`src/rtl/paral_serial_8bits.sv`:
```
// MSB-first 8:1 serializer on clk_32f: words load on bit_cnt==0, first bit appears 1 edge after load.
// No backpressure: data_in/valid_in are sampled only on load edges; otherwise the idle symbol is sent.
module paral_serial_8bits #(
  parameter logic [7:0] IDLE_SYMBOL = 8'hBC,
  parameter int         SYNC_WORDS  = 4
) (
  input  logic       clk_32f,
  input  logic       reset,
  input  logic [7:0] data_in,
  input  logic       valid_in,
  output logic       data_out,
  output logic       load_ready,
  output logic       active
);

  typedef enum logic {SYNC, ACTIVE} state_t;

  localparam logic [3:0] SYNC_LAST = 4'(SYNC_WORDS - 1);

  state_t     state;
  logic [7:0] shreg;
  logic [2:0] bit_cnt;
  logic [3:0] sync_cnt;
  logic [7:0] word;

  assign load_ready = (bit_cnt == 3'd0);

  // Inputs are ignored until the receiver has seen the full idle run.
  always_comb begin
    word = IDLE_SYMBOL;
    if (state == ACTIVE && valid_in) word = data_in;
  end

  always_ff @(posedge clk_32f or posedge reset) begin
    if (reset) begin
      data_out <= 1'b0;
      shreg    <= 8'h00;
      bit_cnt  <= 3'd0;
      sync_cnt <= 4'd0;
      state    <= SYNC;
      active   <= 1'b0;
    end else begin
      bit_cnt <= bit_cnt + 3'd1;
      if (load_ready) begin
        data_out <= word[7];
        shreg    <= {word[6:0], 1'b0};
        if (state == SYNC) begin
          if (sync_cnt == SYNC_LAST) begin
            state  <= ACTIVE;
            active <= 1'b1;
          end else begin
            sync_cnt <= sync_cnt + 4'd1;
          end
        end
      end else begin
        data_out <= shreg[7];
        shreg    <= {shreg[6:0], 1'b0};
      end
    end
  end

endmodule
```
`config.mk`:
```
export PLATFORM = sky130hd
export DESIGN_NAME = paral_serial_8bits
export DESIGN_NICKNAME = d
export VERILOG_FILES = /design/src/rtl/paral_serial_8bits.sv
export SDC_FILE = /design/constraint.sdc
export NUM_CORES = 1
export LEC_CHECK = 0
export ABC_CLOCK_PERIOD_IN_PS = 2200
export BUFFER_PORTS_ARGS = -buffer_cell sky130_fd_sc_hd__buf_2
export CAP_MARGIN = 20
export CORE_AREA = 2 2 39 41
export CTS_BUF_LIST = sky130_fd_sc_hd__clkbuf_2 sky130_fd_sc_hd__clkbuf_4 sky130_fd_sc_hd__clkbuf_8
export DETAILED_ROUTE_END_ITERATION = 10
export DIE_AREA = 0 0 41 43
export GPL_TIMING_DRIVEN = 0
export PLACE_DENSITY = 0.79
export SYNTH_ARGS = -nofsm -noshare
export SYNTH_HDL_FRONTEND = slang
export SYNTH_SLANG_ARGS = --single-unit
```
`constraint.sdc`:
```
create_clock -name clk_32f -period 2.2 [get_ports clk_32f]
set_input_delay 0.22 -clock clk_32f [delete_from_list [all_inputs] [get_ports clk_32f]]
set_output_delay 0.22 -clock clk_32f [all_outputs]
set_load 0.01 [all_outputs]
```
; After elaboration in Yosys (flattened, before gate mapping)
; Index checks and enable logic that the tools add are counted.
[op_classes]
n_addsub = 2
eq_ne = 1
n_bitwise = 2
n_reduce_logical = 4
muxes = 5
[op_table]
columns = cell, n
row1 = 8-bit 2-to-1 mux, 2
row2 = 3-bit AND reduction, 2
row3 = 4-bit by 1-bit adder with 4-bit output (second input constant), 1
row4 = 4-bit by 2-bit equality test with 1-bit output (second input constant), 1
row5 = 3-bit by 1-bit adder with 3-bit output (second input constant), 1
row6 = 3-bit zero test, 1
row7 = 1-bit 2-to-1 mux, 3
row8 = 1-bit inverter, 2
row9 = 1-bit logical AND, 1
[totals]
inputBits = 11
elab_cells = 20
register_bits = 18
out_inout_bits = 3

; Longest topological paths before layout
; Gate-level depths: netlist (run 1).
[depth]
word_depth = 3
mapped_depth = 6
mapped_depth_nobuf = 6

; Least setup slack after synthesis (run 1)
; OpenSTA, ideal clock, no wires.
[synth_path]
kind = reg2reg
startpoint = register bit_cnt[0]
endpoint = register sync_cnt[1]
setup_slack_ps = 842
n_path_buf = 0
arrival_ps = 1233
period_less_slack_ps = 1358
stages_incl_launch_ff = 6
required_time_ps = 2075
setup_ps = 125
path_cell_list = dfrtp_1 inv_1 ha_1 nand2b_4 nor3_4 mux2_4
[synth_via]
elab_chain_cells = 2
[synth_lines]
columns = element, line
row1 = from (decl), 22  ; logic [2:0] bit_cnt;
row2 = from (signal assigned), 43  ; bit_cnt <= bit_cnt + 3'd1;
row3 = 3-bit zero test, 26  ; assign load_ready = (bit_cnt == 3'd0);
row4 = 3-bit AND reduction (no source line), n/a
row5 = to (signal assigned), 52  ; sync_cnt <= sync_cnt + 4'd1;
row6 = to (decl), 23  ; logic [3:0] sync_cnt;
; Every way passes these cells.
; A chain may end at the register's enable or synchronous reset.

; Final worst setup path (run 1)
[layout_path]
startpoint = register bit_cnt[0]
endpoint = output port load_ready
[layout_via]
elab_chain_cells = 1
[layout_lines]
columns = element, line
row1 = 3-bit zero test, 26
row2 = to (decl), 12  ; output logic load_ready,
; Every way passes these cells.

==> summary.txt, run 1 <==
Status: finished, violations left
Failing checks: hold timing
Largest net degree at the start of global routing: 18
Reg-to-reg slack, setup: 740 ps
Final hold vios: 17
Final Wtd Congestion: 0.718
Worst slew margin relative to its limit: 59.9%
Syn Nets: 62
GRT Util Overall: 16.4%
TritonCTS Buffers: 3
Initial DRC count: 4
Core area: 1380 um2
Crit path capture type: primary output
Share of cells above drive strength 1: 47.7%
Post-Synth Adder-Cell Area: 5.20%
Clk buf depth: 2
Post-CTS Resized: 0
Synth Area per Inst: 15.0 um2
Initial antenna violation count: 0
Fill count: 118
Clock skew: 3.22 ps
Initial core utilization: 52.2%
Critical Path AT: 1300 ps
Min-Delay Path Class: input port to asynchronous set/reset pin
Final setup violation count: 0
Layout Nets: 80
ANT nets after route: 0
Sinks on Clock Net: 17
Clock Pin Slew Worst Setup and Hold Paths: 90 ps
CP startpoint kind: flip-flop
Xor/xnor share of the synthesized area: 3.64%
CP max FO: 9
RSZ-0062 raised after global routing: false
Minimum clock period after layout: 1520 ps
Cell Rows: 14
Synth Area in Compound Gates: 12.8%
Routed WL: 1.06 mm
R2r startpoint: bit_cnt[0]
Mapped Area: 722 um2
Delay-heaviest family, CP: flip-flops
Pwr/cell area: 619 nW/um2
Pleak: 0.000391 uW
Simple-gate share of the synthesized area: 14.6%
Inst Count DP: 77
Hold_buf cts: 0
Number of global-route vias before repair: 429
Yosys cell types: 21
Mapped Cells: 48
Stages on worst setup path: 5
Final Max Tran Viols: 0
WL/cell: 13.0 um
Most common cell after layout, fill and taps aside: dfrtp_1
Chip width: 41 um
Seq/Total Area, Yosys: 58.9%
Worst Path Class, Setup: flip-flop to primary output
YS warnings: 0
Residual DRC: 0
Critical Path RT: 1980 ps
Main combinational cell family by area after synthesis: simple AND/OR/NAND/NOR gates
Die height: 43 um
Critical path cell sequence: inv_1 -> ha_1 -> nand2b_4 -> inv_6 -> buf_2
Io pins: 14
Gr ovfl total: 0
Vias: 431
Slowest CP cell: dfrtp_1
DR pass1 iterations: 4
Total negative slack: 0 ps
First-pass GRT wire length: 1.84 mm
Post-detail-place hpwl: 817 um
Antenna diodes: 0
Worst-Skew Late Latency: 280 ps
H-tree Lvls: 1
Max Freq: 658 MHz
IO Port Bufs: 13
Post-CTS Setup Inserts: 0
Post-synthesis mux area share: 2.08%
CTS tree: done
Post-synthesis register bit count: 17
Die ar.: 1760 um2
Final Non-Filler Cells: 81
Worst reg2reg path depth: 5
Via/cell ratio: 5.32
Final period util: 69.1%
Area Overhead vs Synth: 15.9%
CP max stage delay: 390 ps
CTS Root Cell: clkbuf_4
Most frequent cells in the layout: dfrtp_1 (17), buf_2 (13), o22a_2 (5)
Hold_ws: -16.2 ps
Total of max-cap violations: 0
WP buf/inv: 3
Worst Tran Pin Value: 601 ps
Maximum VDD drop: 0.416 mV
Reg2Reg Capture Point: sync_cnt[1]
[per-stage QoR]
step | power, uW | instance area (um2) | utilization, % | worst slack [ps] | hold slack, ps
3_3_place_gp | 352 | 807 | 58.3 | 759 | 332
4_1_cts | 523 | 837 | 60.5 | 662 | 8.32
6_report | 518 | 837 | 60.5 | 680 | -16.2
5_1_grt | 544 | 837 | 60.5 | 599 | 54.7
3_5_place_dp | 352 | 807 | 58.3 | 743 | 320
2_1_floorplan | 340 | 722 | - | 842 | 146
[cells in the mapped netlist]
cell type,number,area [um2]
dfrtp_1,17,425
o22a_2,5,50.1
a22o_1,3,26.3
ha_1,3,37.5
inv_1,3,11.3
xor2_1,2,17.5
a21o_1,1,7.51
a21o_2,1,8.76
and2_1,1,6.26
and3_4,1,11.3
inv_6,1,8.76
mux2_4,1,15.0
nand2_1,1,3.75
nand2b_4,1,13.8
nand3_2,1,10.0
nand4_1,1,6.26
nor2b_1,1,6.26
nor3_4,1,16.3
nor3b_2,1,12.5
nor3b_4,1,18.8
xnor2_1,1,8.76
[worst max path at each step]
stage | slack (ps) | end | startpoint
floorplan | 840 | sync_cnt[1] | bit_cnt[0]
global placement | 760 | sync_cnt[1] | bit_cnt[0]
detailed placement | 740 | sync_cnt[1] | bit_cnt[0]
CTS | 660 | load_ready | bit_cnt[0]
global route | 600 | load_ready | bit_cnt[0]
finish | 680 | load_ready | bit_cnt[0]
[report_power, final]
group	switching, uW	internal [uW]
Combinational	10.5	13.2
Sequential	2.27	319
Clock	89.8	82.8
[kinds of logic after synthesis]
group,after synthesis
multiplexers,1
AND/OR/NAND/NOR,10
XOR/XNOR,3
buffers and inverters,4
AO/OA/AOI/OAI,10
flip-flops,17
adder cells (fa/ha/maj),3
[state kept, by name, summed over array words and instances, names as in the netlist]
name,flops
shreg,7
sync_cnt,4
bit_cnt,3
active,1
data_out,1
state,1
[per-layer routing]
metal / part of all wire (%) / wire (um) / global-route usage (%)
met1: 42 / 445 / 19.6
met2: 51 / 534 / 24.7
met3: 4.8 / 51 / 4.71
met4: 2.2 / 23 / 10.0
met5: 0 / 0 / 0
[worst reg2reg max path, cell delays in order (launching register included)]
cell and delay [ps]:
dfrtp_1 390, inv_1 80, ha_1 210, nand2b_4 110
nor3_4 240, mux2_4 320
[area by class of cell]
class                   count  area, um2  share of cell area (%)
flip-flops and latches     17        425                    50.8
clock buffers               4       30.0                    3.59
multi-input cells          27        277                    33.0
inverters                   4       20.0                    2.39
well taps                  16       20.0                    2.39
repair buffers             13       65.1                    7.77
Power figures use the tool's default switching activity.
==> inputs of run 2 (changes only) <==
==> config.mk (replaced) <==
export PLATFORM = sky130hd
export DESIGN_NAME = paral_serial_8bits
export DESIGN_NICKNAME = d
export VERILOG_FILES = /design/src/rtl/paral_serial_8bits.sv
export SDC_FILE = /design/constraint.sdc
export NUM_CORES = 1
export LEC_CHECK = 0
export ABC_CLOCK_PERIOD_IN_PS = 1420
export BUFFER_PORTS_ARGS = -buffer_cell sky130_fd_sc_hd__buf_2
export CAP_MARGIN = 20
export CORE_MARGIN = 1
export CORE_UTILIZATION = 55
export CTS_BUF_LIST = sky130_fd_sc_hd__clkbuf_2 sky130_fd_sc_hd__clkbuf_4 sky130_fd_sc_hd__clkbuf_8
export DETAILED_ROUTE_END_ITERATION = 10
export GPL_TIMING_DRIVEN = 0
export PLACE_DENSITY = 0.8
export SYNTH_ARGS = -nofsm -noshare
export SYNTH_HDL_FRONTEND = slang
export SYNTH_SLANG_ARGS = --single-unit
==> constraint.sdc (replaced) <==
create_clock -name clk_32f -period 1.42 [get_ports clk_32f]
set_input_delay 0.142 -clock clk_32f [delete_from_list [all_inputs] [get_ports clk_32f]]
set_output_delay 0.142 -clock clk_32f [all_outputs]
set_load 0.01 [all_outputs]
==> run 2 against run 1 <==
Against the previous run:
- the flow now finishes without violations
- flip-flop and latch count did not move
- combinational power rose by 68%
- sequential power rose by 55%
- die area fell by 17%
- critical path depth fell by 1
- utilization rose by 19 points
- largest cell class unchanged
- count of clock-buffer cells in the layout fell by 1
- global-route usage rose by 3.2 points
- largest power group unchanged
- total power rose by 54%
- first-iteration DRC count fell by 100%
- design area rose by 9.1%
==> summary.txt, run 2 (synthesis results as in run 1) <==
Chip width: 38.2 um (-6.8%)
Critical path cell sequence: ha_2 -> nor3b_4 -> nor3_4 -> mux2_4
Final Non-Filler Cells: 87 (+7.4%)
Io pins: 14 (unchanged)
Slowest CP cell: dfrtp_1
ANT nets after route: 0 (unchanged)
Die height: 38.2 um (-11%)
Routed WL: 1.21 mm (+14%)
Sinks on Clock Net: 17 (unchanged)
Finished Core Util: 79.0% (+19 points)
Worst-Skew Late Latency: 290 ps (about the same)
WL/cell: 13.9 um (+6.4%)
Worst slew margin relative to its limit: 59.3% (-0.66 points)
Maximum VDD drop: 0.724 mV (+74%)
Initial DRC count: 0 (-4)
CP max stage delay: 420 ps (+30 ps)
Die ar.: 1460 um2 (-17%)
Minimum clock period after layout: 1380 ps
Fill count: 64 (-46%)
Final period util: 97.5%
Largest Register: shreg
Critical Path RT: 1600 ps (-380 ps)
Delay-heaviest family, CP: flip-flops
Layout Nets: 88 (+10%)
Clk buf depth: 2 (unchanged)
Critical Path AT: 1570 ps (+270 ps)
H-tree Lvls: 1 (unchanged)
Hold_ws: 54.1 ps (+70.3 ps)
Initial core utilization: 62.4% (+10 points)
Number of flip-flops under the largest register name: 7 (unchanged)
Post-detail-place hpwl: 794 um (-2.7%)
IO Port Bufs: 13 (unchanged)
Number of global-route vias before repair: 432 (+0.70%)
Final Max Tran Viols: 0 (unchanged)
Clock skew: 2.54 ps (-0.684 ps)
Final setup violation count: 0 (unchanged)
Via/cell ratio: 5.13 (-3.7%)
Min-Delay Path Class: input port to flip-flop
Antenna diodes: 0 (unchanged)
Total of max-cap violations: 0 (unchanged)
Crit path capture type: flip-flop
First-pass GRT wire length: 1.82 mm (-0.76%)
GRT Util Overall: 19.6% (+3.2 points)
Share of cells above drive strength 1: 56.2% (+8.5 points)
DR pass1 iterations: 1 (-3)
CTS tree: done
Worst Tran Pin Value: 610 ps (+9.92 ps)
Most common cell after layout, fill and taps aside: dfrtp_1
Cell Rows: 12 (-2)
Biggest regs: shreg (7), sync_cnt (4), bit_cnt (3)
CTS Root Cell: clkbuf_4
Core area: 1160 um2 (-16%)
Vias: 446 (+3.5%)
Largest net degree at the start of global routing: 18 (unchanged)
Gr ovfl total: 0 (unchanged)
Final hold vios: 0 (-17)
Residual DRC: 0 (unchanged)
Initial antenna violation count: 0 (unchanged)
WP buf/inv: 0 (-3)
TritonCTS Buffers: 3 (unchanged)
Pleak: 0.000428 uW (+9.5%)
Clock Pin Slew Worst Setup and Hold Paths: 100 ps (about the same)
Inst Count DP: 75 (-2.6%)
Final Wtd Congestion: 0.704 (-1.9%)
Worst Path Class, Setup: flip-flop to flip-flop
Pwr/cell area: 872 nW/um2 (+41%)
Max Freq: 722 MHz
Area Overhead vs Synth: 26.5%
Status: completed
CP max FO: 3 (-6)
CP startpoint kind: flip-flop
Most frequent cells in the layout: dfrtp_1 (17), buf_2 (13), buf_4 (6)
==> run 2: per-stage QoR <==
step	power, uW	instance area (um2)	setup slack [ps]	setup TNS [ps]
floorplan	526	722	61.6	0
global placement	545	805	-17.2	-17.2
detailed placement	546	805	-29.9	-29.9
CTS	797	865	15.3	0
global route	826	913	-9.12	-14.7
finish	797	913	35.4	0
==> run 2: worst paths after layout <==
path	from	endpoint	slack, ps	cells past startpoint
worst max-delay path	sync_cnt[1]	sync_cnt[1]	40	4
worst max register to register	sync_cnt[1]	sync_cnt[1]	40	4
max in group asynchronous	reset	sync_cnt[1]	570	3
worst min-delay path	data_in[0]	shreg[1]	50	2
worst min register to register	bit_cnt[0]	bit_cnt[0]	460	1
min in group asynchronous	reset	data_out	460	3
==> run 2: repair_timing <==
action | in CTS | in global routing
pin swaps | 2 | 3
gates resized for setup | 3 | 2
buffers inserted | 1 | 6
setup endpoints to repair | 2 | 4
hold buffers | 1 | 0
cloned | 0 | 0
endpoints found under the hold margin | 17 | 0
==> run 2: cell type report <==
class | count | area (um2) | area share, %
inverters | 4 | 20.0 | 2.19
multi-input cells | 27 | 292 | 31.9
repair buffers | 21 | 131 | 14.4
well taps | 14 | 17.5 | 1.92
clock buffers | 3 | 22.5 | 2.47
flip-flops and latches | 17 | 425 | 46.6
clock inverters | 1 | 5.00 | 0.548
==> run 2: per-layer routing <==
| metal | GRT usage [%] | vias to the layer above | part of all wire (%) |
|---|---|---|---|
| met5 | 0 | - | 0 |
| met4 | 11.6 | 0 | 2.1 |
| met2 | 30.5 | 8 | 50 |
| met3 | 5.23 | 4 | 2.5 |
| met1 | 24.2 | 213 | 46 |
| li1 | - | 221 | - |
==> run 2: worst register-to-register path, delay by kind of cell (launching register included) <==
family / cells / cell delay [ps]
adders and majority gates: 1 / 210
and+or+nand+nor: 2 / 340
muxes: 1 / 320
DFF: 1 / 420
==> run 2: power breakdown <==
| group | total, uW | internal [uW] | leakage, uW | switching, uW |
|---|---|---|---|---|
| clock network | 258 | 105 | 0.0000177 | 153 |
| logic | 39.7 | 22.3 | 0.000219 | 17.5 |
| registers | 499 | 495 | 0.000191 | 3.77 |
